==> src/rtl/mpu6050_frame_unpacker.sv <==
// Unpacks the 14-byte MPU-6050 burst (0x3B..0x48) into signed sample words with a valid/ready handshake.
// Optional gyro bias calibration is enabled by defining MPU6050_GYRO_CALIB_EN.
module mpu6050_frame_unpacker #(
    parameter int FRAME_BYTES = 14,
    parameter int ERR_CNT_W   = 8,
    parameter int CALIB_LOG2  = 4
) (
    input  logic                 clk,
    input  logic                 rst_n,
    input  logic                 byte_valid,
    input  logic [7:0]           byte_data,
    input  logic                 frame_end,
    output logic signed [15:0]   accel_x,
    output logic signed [15:0]   accel_y,
    output logic signed [15:0]   accel_z,
    output logic signed [15:0]   temp,
    output logic signed [15:0]   gyro_x,
    output logic signed [15:0]   gyro_y,
    output logic signed [15:0]   gyro_z,
    output logic                 sample_valid,
    input  logic                 sample_ready,
    output logic                 overrun,
    output logic [ERR_CNT_W-1:0] err_cnt,
    output logic                 calib_done
);

    typedef enum logic [1:0] {IDLE, COLLECT, COMMIT, DISCARD} state_t;

    localparam logic [3:0] LAST = 4'(FRAME_BYTES);

    state_t             state;
    logic [3:0]         cnt;
    logic [3:0]         cnt_upd;
    logic [3:0]         store_idx;
    logic               store_en;
    logic               overflow;
    logic               err_hit;
    logic               load;
    logic [7:0]         shadow [FRAME_BYTES];
    logic signed [15:0] word [7];
    logic signed [15:0] gyro_adj [3];

    always_comb begin
        overflow  = byte_valid && (state == COLLECT) && (cnt == LAST);
        store_en  = byte_valid && ((state == IDLE) || ((state == COLLECT) && !overflow));
        store_idx = (state == IDLE) ? 4'd0 : cnt;
        cnt_upd   = cnt + {3'b000, byte_valid};
        // A byte arriving with frame_end is counted before the length check.
        err_hit   = ((state == IDLE) && byte_valid && frame_end)
                 || overflow
                 || ((state == COLLECT) && !overflow && frame_end && (cnt_upd != LAST));
        for (int i = 0; i < 7; i++) begin
            word[i] = {shadow[2*i], shadow[2*i+1]};
        end
    end

    always_ff @(posedge clk) begin
        if (store_en) begin
            shadow[store_idx] <= byte_data;
        end
    end

`ifdef MPU6050_GYRO_CALIB_EN
    localparam int ACC_W = 16 + CALIB_LOG2;

    logic signed [ACC_W-1:0] acc [3];
    logic signed [ACC_W-1:0] bias [3];
    logic signed [ACC_W:0]   diff [3];
    logic [CALIB_LOG2-1:0]   cal_cnt;
    logic                    cal_done;

    function automatic logic signed [15:0] sat16(input logic signed [ACC_W:0] v);
        if (v > $signed((ACC_W+1)'(32767))) begin
            return 16'sh7fff;
        end else if (v < -$signed((ACC_W+1)'(32768))) begin
            return 16'sh8000;
        end else begin
            return v[15:0];
        end
    endfunction

    always_comb begin
        for (int i = 0; i < 3; i++) begin
            bias[i]     = acc[i] >>> CALIB_LOG2;
            diff[i]     = (ACC_W+1)'(word[4+i]) - (ACC_W+1)'(bias[i]);
            gyro_adj[i] = sat16(diff[i]);
        end
        load = (state == COMMIT) && cal_done;
    end

    // Frames committed before calibration completes only feed the bias accumulators.
    always_ff @(posedge clk or negedge rst_n) begin
        if (!rst_n) begin
            for (int i = 0; i < 3; i++) begin
                acc[i] <= '0;
            end
            cal_cnt  <= '0;
            cal_done <= 1'b0;
        end else if ((state == COMMIT) && !cal_done) begin
            for (int i = 0; i < 3; i++) begin
                acc[i] <= acc[i] + ACC_W'(word[4+i]);
            end
            cal_cnt <= cal_cnt + 1'b1;
            if (cal_cnt == '1) begin
                cal_done <= 1'b1;
            end
        end
    end

    assign calib_done = cal_done;
`else
    logic [CALIB_LOG2-1:0] unused_calib;

    always_comb begin
        for (int i = 0; i < 3; i++) begin
            gyro_adj[i] = word[4+i];
        end
        load = (state == COMMIT);
    end

    assign unused_calib = '0;
    assign calib_done   = 1'b1;
`endif

    always_ff @(posedge clk or negedge rst_n) begin
        if (!rst_n) begin
            state        <= IDLE;
            cnt          <= 4'd0;
            err_cnt      <= '0;
            sample_valid <= 1'b0;
            overrun      <= 1'b0;
            accel_x      <= '0;
            accel_y      <= '0;
            accel_z      <= '0;
            temp         <= '0;
            gyro_x       <= '0;
            gyro_y       <= '0;
            gyro_z       <= '0;
        end else begin
            case (state)
                IDLE: begin
                    if (byte_valid) begin
                        if (frame_end) begin
                            cnt <= 4'd0;
                        end else begin
                            cnt   <= 4'd1;
                            state <= COLLECT;
                        end
                    end
                end
                COLLECT: begin
                    if (overflow) begin
                        cnt   <= 4'd0;
                        state <= frame_end ? IDLE : DISCARD;
                    end else if (frame_end) begin
                        cnt   <= 4'd0;
                        state <= (cnt_upd == LAST) ? COMMIT : IDLE;
                    end else begin
                        cnt <= cnt_upd;
                    end
                end
                COMMIT: begin
                    state <= IDLE;
                end
                DISCARD: begin
                    if (frame_end) begin
                        state <= IDLE;
                    end
                end
                default: begin
                    state <= IDLE;
                    cnt   <= 4'd0;
                end
            endcase

            if (err_hit && (err_cnt != '1)) begin
                err_cnt <= err_cnt + ERR_CNT_W'(1);
            end

            // Output registers hold one sample; a new commit replaces it even if unaccepted.
            if (load) begin
                accel_x      <= word[0];
                accel_y      <= word[1];
                accel_z      <= word[2];
                temp         <= word[3];
                gyro_x       <= gyro_adj[0];
                gyro_y       <= gyro_adj[1];
                gyro_z       <= gyro_adj[2];
                sample_valid <= 1'b1;
                if (sample_valid && !sample_ready) begin
                    overrun <= 1'b1;
                end
            end else if (sample_valid && sample_ready) begin
                sample_valid <= 1'b0;
            end
        end
    end

endmodule

==> config.mk <==
export PLATFORM = sky130hd
export DESIGN_NAME = mpu6050_frame_unpacker
export DESIGN_NICKNAME = d
export VERILOG_FILES = /design/src/rtl/mpu6050_frame_unpacker.sv
export SDC_FILE = /design/constraint.sdc
export NUM_CORES = 1
export LEC_CHECK = 0
export CORE_ASPECT_RATIO = 0.8
export CORE_MARGIN = 2
export CORE_UTILIZATION = 46
export CTS_CLUSTER_SIZE = 28
export DETAILED_ROUTE_END_ITERATION = 16
export PLACE_DENSITY = 0.73
export SLEW_MARGIN = 10
export SYNTH_ARGS = -nofsm -noshare
export SYNTH_HDL_FRONTEND = slang
export SYNTH_SLANG_ARGS = --single-unit
==> constraint.sdc <==
create_clock -name clk -period 4.83 [get_ports clk]
set_input_delay 1.449 -clock clk [delete_from_list [all_inputs] [get_ports clk]]
set_output_delay 1.449 -clock clk [all_outputs]
set_load 0.01 [all_outputs]
Yosys cells after proc, flatten, opt, wreduce, memory -nomap -nowiden

Memory sizes are Yosys's and may differ from the RTL's. A register that Yosys moved wholly into a read port is not among the register bits.
Cells that the tools add are included.
Widths: inputs -> output; s select.

Register bits: 16
Memory bits (writable): 112
Input bits: 13
Word-level logic and storage cells: 73
Memories kept: 1

Memories:

| name   | depth | bits a word | read ports | clocked after memory_dff | write ports | line | text |
|---|---|---|---|---|---|---|---|
| shadow | 14    | 8           | 14         | 14                       | 1           | 39   | `logic [7:0] shadow [FRAME_BYTES];` |

$add $sub $neg: 2
Equal/unequal tests: 11
Muxes and demuxes: 18
Reduce and logical (&&, ||, !) cells: 36

Operators with widths:

| cell                | count |
|---|---|
| $logic_not 1->1     | 16 |
| $mux 4              | 4 |
| $mux 2              | 7 |
| $logic_and 1x1->1   | 11 |
| $add 8x1->8 const B | 1 |
| $eq 4x4->1 const B  | 2 |
| $ne 8x8->1 const B  | 1 |
| $pmux 2 s4          | 1 |
| $pmux 4 s2          | 1 |
| $ne 2x2->1 const B  | 3 |
| $mux 1              | 5 |
| $add 4x1->4         | 1 |
| $eq 2x2->1 const B  | 2 |
| $ne 4x4->1 const B  | 1 |
| $reduce_and 2->1    | 2 |
| $reduce_and 4->1    | 1 |
| $reduce_bool 2->1   | 2 |
| $logic_or 1x1->1    | 3 |
| $ne 3x3->1 const B  | 1 |
| $eq 2x1->1 const B  | 1 |
| $logic_not 2->1     | 1 |

Logic depth before layout (Yosys ltp)

Gate-level depths: netlist of run 1.

Word-level depth: 9
Depth in mapped cells: 7

Worst setup path after synthesis of run 1

Ideal clock, no wire load.

Path kind: input-to-reg
Start point: input byte_valid
End point: register err_cnt[4]
Setup time: 128 ps
Arrival time: 2997 ps
Required time: 4702 ps
Setup slack: 1706 ps
Stages on the path: 7
Path buffers: 0
Cells stage by stage: ha_1 > ha_1 > nor2b_1 > o2111a_1 > o32ai_4 > nand4_1 > mux2_1

Word-level cells in the longest chain between the ends: 8
Elaborated cells between the ends (all ways): 13
Classes of those cells: 1 x add/sub; 1 x eq/ne; 11 x reduce/logical

Ends and longest elaborated chain:

| element                                                             | line | text |
|---|---|---|
| start: declaration                                                  | 10   | `input logic byte_valid,` |
| parallel branches: the longest is 6 deep, another holds $add 4x1->4 | --   |  |
| $logic_or 1x1->1 *                                                  | 51   | `\|\| ((state == COLLECT) && !overflow && frame_end && (cnt_upd != LAST));` |
| $logic_and 1x1->1 *                                                 | 176  | `if (err_hit && (err_cnt != '1)) begin` |
| end signal: assignment                                              | 177  | `err_cnt <= err_cnt + ERR_CNT_W'(1);` |
| end: declaration                                                    | 23   | `output logic [ERR_CNT_W-1:0] err_cnt,` |

Mark *: on every way between the ends.
A chain may end at the register's enable or synchronous reset.

Final worst setup path of run 1

Same ends and word-level chain as after synthesis.

==> results of run 1 <==
## routing by layer
layer / up-vias / routed length, µm
li1: 2025 / -
met1: 2311 / 8394
met2: 162 / 7808
met3: 19 / 1079
met4: 0 / 205
met5: - / 0
## cell families after synthesis
kind of cell / Yosys count / synth area share (%)
simple gates: 60 / 3.794
flops: 240 / 76.88
other cells: 1 / 0.04391
buf+inv: 23 / 1.201
fa+ha+maj: 3 / 0.4395
mux: 115 / 15.15
compound gates: 23 / 1.978
xor+xnor: 5 / 0.5128
## area by class of cell
type / instances / area (µm²)
repair buffers: 140 / 1400
well taps: 230 / 287.8
multi-input cells: 207 / 1879
inverters: 5 / 18.77
diodes: 1 / 2.502
fillers: 1309 / 7132
flip-flops and latches: 240 / 6566
clock buffers: 26 / 586.8
clock inverters: 16 / 294.0
## power by group through the flow
stage / registers (µW) / clock network [µW] / logic [µW]
floorplan: 2270 / 0 / 82.5
global placement: 2270 / 0 / 215
detailed placement: 2270 / 0 / 223
CTS: 2230 / 2090 / 224
global route: 2240 / 2180 / 244
finish: 2230 / 2060 / 220
## flip-flops by register name (all words and copies together) (netlist names)
| signal | count |
|---|---|
| temp | 16 |
| accel_y | 16 |
| shadow | 112 |
| sample_valid | 1 |
| overrun | 1 |
| cnt | 4 |
| accel_x | 16 |
| gyro_x | 16 |
| gyro_y | 16 |
| err_cnt | 8 |
| accel_z | 16 |
| gyro_z | 16 |
| state | 2 |
## worst max path at each step
| stage | start | end | slack, ps |
|---|---|---|---|
| 2_1_floorplan | byte_valid | err_cnt[4]$_DFFE_PN0P_ | 1710 |
| 3_3_place_gp | byte_valid | err_cnt[4]$_DFFE_PN0P_ | 1060 |
| 3_5_place_dp | byte_valid | err_cnt[4]$_DFFE_PN0P_ | 950 |
| 4_1_cts | byte_valid | err_cnt[4]$_DFFE_PN0P_ | 1480 |
| 5_1_grt | byte_valid | err_cnt[4]$_DFFE_PN0P_ | 1340 |
| 6_report | byte_valid | err_cnt[4]$_DFFE_PN0P_ | 1450 |
## layout by cell type (no fill, tap or decap), types with 2 or more instances in the layout
cell / instances
buf_4: 5
nand2b_1: 3
ha_1: 3
clkinv_4: 2
and2_1: 2
nor2_1: 19
bufinv_16: 8
a21oi_1: 5
xor2_1: 3
mux2_1: 2
nand3_1: 4
clkbuf_16: 23
nand3b_1: 2
nand2_1: 12
clkinvlp_4: 2
nor3_1: 3
dfrtp_1: 128
clkinv_1: 2
clkbuf_1: 3
mux2_2: 112
xnor2_1: 2
a21o_1: 2
edfxtp_1: 112
and3_1: 2
nand4_1: 3
clkdlybuf4s50_1: 133
nor2b_1: 3
nor3b_1: 2
inv_1: 5
o31ai_1: 2
o21ai_0: 7
## critical path, delay by kind of cell
kind | cells | cell delay [ps]
AO/OA/AOI/OAI | 2 | 590
XOR/XNOR | 1 | 170
adder cells (fa/ha/maj) | 2 | 540
buffers and inverters | 1 | 520
multiplexers | 1 | 330
AND/OR/NAND/NOR | 1 | 170
## synth_stat cells
cell type | n | area share (%)
o2111a_1 | 1 | 0.13
and4b_4 | 1 | 0.16
edfxtp_1 | 112 | 39
a31o_2 | 1 | 0.10
nand2b_1 | 3 | 0.22
xnor2_1 | 2 | 0.21
o21ai_2 | 1 | 0.10
nor2b_1 | 4 | 0.29
nand3_1 | 4 | 0.23
dfrtp_1 | 128 | 38
mux2_2 | 112 | 15
a21oi_1 | 5 | 0.29
and4_1 | 1 | 0.10
clkbuf_1 | 3 | 0.13
inv_1 | 5 | 0.22
nor2_1 | 19 | 0.84
mux2i_1 | 1 | 0.12
mux2_1 | 2 | 0.26
o21ai_0 | 7 | 0.41
buf_1 | 4 | 0.18
o32ai_4 | 1 | 0.32
nand3b_1 | 2 | 0.18
nor4b_4 | 1 | 0.28
and3_1 | 2 | 0.15
a211o_1 | 1 | 0.10
nor3b_1 | 2 | 0.18
nor3_1 | 3 | 0.18
conb_1 | 1 | 0.044
and2_1 | 2 | 0.15
buf_2 | 10 | 0.59
ha_1 | 3 | 0.44
buf_4 | 1 | 0.088
a21o_1 | 2 | 0.18
or3b_2 | 1 | 0.10
nand4_1 | 3 | 0.22
o31ai_1 | 2 | 0.18
o21bai_1 | 1 | 0.088
nand2_1 | 12 | 0.53
a31oi_1 | 1 | 0.073
xor2_1 | 3 | 0.31
## through the flow
stage	hold WS [ps]	total power, µW	area [µm²]
5_1_grt	484.6	4656	11030
3_3_place_gp	449.5	2481	10150
4_1_cts	469.7	4544	11030
2_1_floorplan	453.9	2352	8541
6_report	467.9	4509	11040
3_5_place_dp	458.4	2491	10150
==> results.py, run 1 <==
metrics = {
    "sta": {
        "slew_headroom_pct": 37.88,
        "min_period_ps": 3379,
        "setup_viol_count_final": 0,
        "tightestPinTransition_ps": 929.8,
        "skew_ps": 13.84,
        "fmax_mhz": 296.0,
        "rsz0062_at_grt": "false",
        "setup_slack_ps": 1451,
        "finalSetupTns_ps": 0,
        "final-hold-violation-count": 0,
        "period_share_pct": 69.95,
        "slew_viol_final": 0,
    },
    "critical_path": {
        "critical_path_arrival_ps": 3760,
        "startpoint_type": "input pin",
        "required_ps": 5210,
        "r2r_slack_ps": 2460,
        "setup.worst_path.end_class": "flop",
        "crit_slowest_cell": "clkdlybuf4s50_1",
        "critical_path.max_fanout": 9,
        "reg2reg_from": "cnt[0]$_DFFE_PN0P_",
        "rr_worst_depth": 7,
        "path_cells": "clkdlybuf4s50_1 > ha_1 > ha_1 > xor2_1 > o2111a_1 > o32ai_4 > nand4_1 > mux2_1",
        "crit_type": "in2reg",
        "path_common_cell": "ha_1",
        "max_stage_delay_ps": 520,
        "r2r_end": "err_cnt[4]$_DFFE_PN0P_",
    },
    "die": {
        "dieArea_um2": 19680,
        "std_cell_rows": 44,
        "core_um2": 18170,
        "ios": 136,
        "start_util_pct": 47.01,
        "dieHeight_um": 125.9,
        "die_x_um": 156.3,
    },
    "placed_design": {
        "dp_hpwl_um": 10950,
        "dp_slack_ps": 949.6,
        "gp_congestion": 0.8201,
        "place_inst": 822,
        "place.port_buffers": 134,
    },
    "synth": {
        "syn_avg_cell_area_um2": 18.17,
        "seq_area_frac_synth_pct": 76.88,
        "synth_cell_types": 40,
        "yosysWarnings": 0,
        "netlist_area_um2": 8541,
        "syn_inst": 470,
        "synthesis.nets": 486,
        "ys_ff_latch": 240,
    },
    "route": {
        "first_iter_violations": 418,
        "dr_total_vias": 4517,
        "wl_um": 17490,
        "wl_per_cell_um": 20.22,
        "firstDrtPassIters": 4,
        "ant_nets": 0,
        "via_per_inst": 5.222,
        "drc_errors": 0,
    },
    "finish": {
        "fin_nets": 633,
        "area_growth_pct": 29.21,
        "final_layout_size_suffix_gt1_share_pct": 25.71,
        "postLayoutCoreUtil_pct": 60.74,
        "stdcell_count": 865,
    },
    "clock_network": {
        "ctsRootBufferMaster": "clkbuf_16",
        "cts_sinks": 240,
        "clockBufferDepth": 3,
        "hold_buffers": 0,
        "numCtsBuffers": 23,
        "clk_pin_slew_ps": 60,
        "cts_resized": 0,
        "clk-insertion-delay-late_ps": 510,
        "post-cts-setup-buffer-count": 0,
        "cts_tree": "done",
        "h-tree-depth": 1,
    },
    "global_route": {
        "grt_pass1_wl_um": 27270,
        "met2_usage_pct": 27.08,
        "antenna_found_initial": 0,
        "grt_overflow": 0,
        "grt_max_degree": 94,
        "grt.busiest_layer": "met1",
        "global_route.usage.met3_pct": 3.544,
        "grt_pass1_vias": 4640,
        "use_met1_pct": 28.24,
        "grt_use_total_pct": 18.11,
    },
    "pwr": {
        "p_clk_share_pct": 45.7,
        "internal_power_uw": 3588,
        "powerDensity_nw_per_um2": 408.6,
        "seqPwrFrac_pct": 49.5,
        "p_leak_uw": 0.004561,
        "p_sw_share_pct": 20.42,
        "pwr-share-comb_pct": 4.9,
        "power.switching_uw": 920.9,
        "vdd_drop_max_mv": 0.2510,
    },
    "status": {
        "outcome": "completed",
    },
    "worst_hold_path": {
        "whs_path_depth": 1,
        "hold_path_end": "temp[14]$_DFFE_PN0P_",
        "hold_class": "reg2reg",
        "min_from": "shadow[6][6]$_DFFE_PP_",
    },
    "flow_run": {
        "drv_cap": 0,
    },
}
No activity file was read; power rests on OpenSTA's default activity.
==> inputs of run 2 (changes only) <==
Settings changed: PLACE_DENSITY 0.73 to 0.76.
Clock period 4.83 ns to 2.8 ns, I/O delays scaled along.
==> run 2 against run 1 <==
Utilization rose by 0.29 points; register-to-register slack got worse by 2000 ps; count of clock-buffer cells in the layout rose by 7; global-route usage rose by 0.060 points; clock skew fell by 2.9 ps; sequential share of layout area fell by 0.28 points; flip-flop and latch count did not move; routed wire length rose by 2.0%; first-iteration DRC count fell by 15%; die area did not move; worst setup slack got worse by 1300 ps; clock power rose by 53%; largest cell class unchanged; largest power group unchanged; highest routed layer unchanged.
==> results.py, run 2 (synthesized netlist as in run 1, its figures left out) <==
metrics = {
    "global_route": {
        "grt_pass1_wl_um": 27390,
        "antenna_found_initial": 0,
        "grt_max_degree": 68,
        "grt_use_total_pct": 18.17,
        "grt_pass1_vias": 4805,
        "grt_overflow": 0,
    },
    "sta": {
        "whs_ps": 353.1,
        "final-hold-violation-count": 0,
        "fmax_mhz": 377.2,
        "tightestPinTransition_ps": 870.4,
        "setup_slack_ps": 148.6,
        "setup_viol_count_final": 0,
        "min_period_ps": 2651,
        "period_share_pct": 94.69,
        "slew_headroom_pct": 41.79,
        "rsz0062_at_grt": "false",
        "skew_ps": 10.92,
        "slew_viol_final": 0,
    },
    "die": {
        "die_x_um": 156.3,
        "ios": 136,
        "dieHeight_um": 125.9,
        "core_um2": 18170,
        "start_util_pct": 47.01,
        "std_cell_rows": 44,
        "dieArea_um2": 19680,
    },
    "placed_design": {
        "dp_hpwl_um": 11400,
        "place_inst": 841,
        "gp_congestion": 0.8321,
        "place.port_buffers": 134,
        "placed_area_um2": 10310,
        "dp_slack_ps": -338.2,
    },
    "finish": {
        "fin_area_um2": 11090,
        "final_common_cell": "clkdlybuf4s50_1",
        "fill_cells": 1312,
        "stdcell_count": 883,
        "antennaDiodeCount": 0,
        "regMostFlops": "shadow",
        "area_growth_pct": 29.83,
        "layout_common_cells": "clkdlybuf4s50_1, dfrtp_1, mux2_2, edfxtp_1",
        "largest_reg_flops": 112,
        "final_layout_size_suffix_gt1_share_pct": 27.72,
        "fin_nets": 652,
    },
    "pwr": {
        "powerDensity_nw_per_um2": 668.3,
        "p_leak_uw": 0.004629,
        "vdd_drop_max_mv": 0.4826,
        "power_uw": 7410,
    },
    "critical_path": {
        "crit_type": "in2reg",
        "critical_path_arrival_ps": 3030,
        "required_ps": 3170,
        "reg2reg_from": "cnt[0]$_DFFE_PN0P_",
        "rr_worst_depth": 7,
        "critical_path.max_fanout": 6,
        "setup.worst_path.end_class": "flop",
        "r2r_end": "err_cnt[4]$_DFFE_PN0P_",
        "r2r_slack_ps": 430,
        "startpoint_type": "input pin",
    },
    "clock_network": {
        "clk-insertion-delay-late_ps": 500,
        "clk_pin_slew_ps": 60,
        "hold_buffers": 0,
        "h-tree-depth": 1,
        "cts_tree": "done",
        "clockBufferDepth": 3,
        "cts_resized": 0,
        "post-cts-setup-buffer-count": 0,
        "numCtsBuffers": 23,
        "ctsRootBufferMaster": "clkbuf_16",
        "cts_sinks": 240,
    },
    "route": {
        "drc_errors": 0,
        "dr_total_vias": 4624,
        "wl_um": 17840,
        "firstDrtPassIters": 4,
        "via_per_inst": 5.237,
        "wl_per_cell_um": 20.20,
        "ant_nets": 0,
        "first_iter_violations": 356,
    },
    "status": {
        "outcome": "completed",
    },
    "worst_hold_path": {
        "hold_class": "in2async",
    },
    "flow_run": {
        "drv_cap": 0,
    },
}
## run 2: cell types whose count changed in the layout (fill, tap and decap cells not counted)
cell,before,now
bufinv_16,8,3
buf_4,5,23
clkinv_2,1,4
clkbuf_1,3,6
clkinvlp_4,2,0
buf_12,1,2
clkinv_1,2,0
clkbuf_8,0,4
diode_2,1,0
clkinv_4,2,1
## run 2: through the flow
stage	setup TNS [ps]	utilization (%)
floorplan	0	-
global placement	-946.5	56.74
detailed placement	-1981	56.74
CTS	0	61.03
global route	0	61.03
finish	0	61.03
## run 2: final cells by class
| class | count | area [µm²] | share of cell area [%] |
|---|---|---|---|
| Clock buffer | 33 | 653.1 | 5.890 |
| Clock inverter | 9 | 127.6 | 1.151 |
| Inverter | 5 | 18.77 | 0.1693 |
| Multi-Input combinational cell | 207 | 1879 | 16.95 |
| Sequential cell | 240 | 6566 | 59.22 |
| Tap cell | 230 | 287.8 | 2.595 |
| Timing Repair Buffer | 159 | 1555 | 14.03 |
## run 2: per-layer routing
| metal | vias up | wire [µm] | part of all wire [%] | track usage (%) |
|---|---|---|---|---|
| met1 | 2366 | 8311 | 47 | 26.18 |
| met2 | 171 | 8227 | 46 | 29.26 |
| met3 | 27 | 955 | 5.4 | 3.476 |
| li1 | 2060 | - | - | - |
| met5 | - | 0 | 0 | 0 |
| met4 | 0 | 340 | 1.9 | 3.778 |
## run 2: how the worst max path moves through the flow
stage	endpoint	cells past startpoint	startpoint
finish	err_cnt[4]$_DFFE_PN0P_	8	byte_valid
global route	err_cnt[4]$_DFFE_PN0P_	8	byte_valid
detailed placement	err_cnt[4]$_DFFE_PN0P_	8	byte_valid
global placement	err_cnt[4]$_DFFE_PN0P_	8	byte_valid
CTS	err_cnt[4]$_DFFE_PN0P_	8	byte_valid
floorplan	err_cnt[4]$_DFFE_PN0P_	7	byte_valid
## run 2: report_power, final
group / total, µW / internal (µW) / leakage, µW / switching (µW)
Clock: 3150 / 1900 / 0.000386 / 1250
Sequential: 3850 / 3760 / 0.00278 / 88.3
Combinational: 404 / 182 / 0.00146 / 222
## run 2: critical path, cell delays in order
cell and delay (ps):
clkdlybuf4s50_1 430, ha_1 250, ha_1 310, nor2b_1 150, o2111a_1 180, o32ai_4 340, nand4_1 170, mux2_1 350
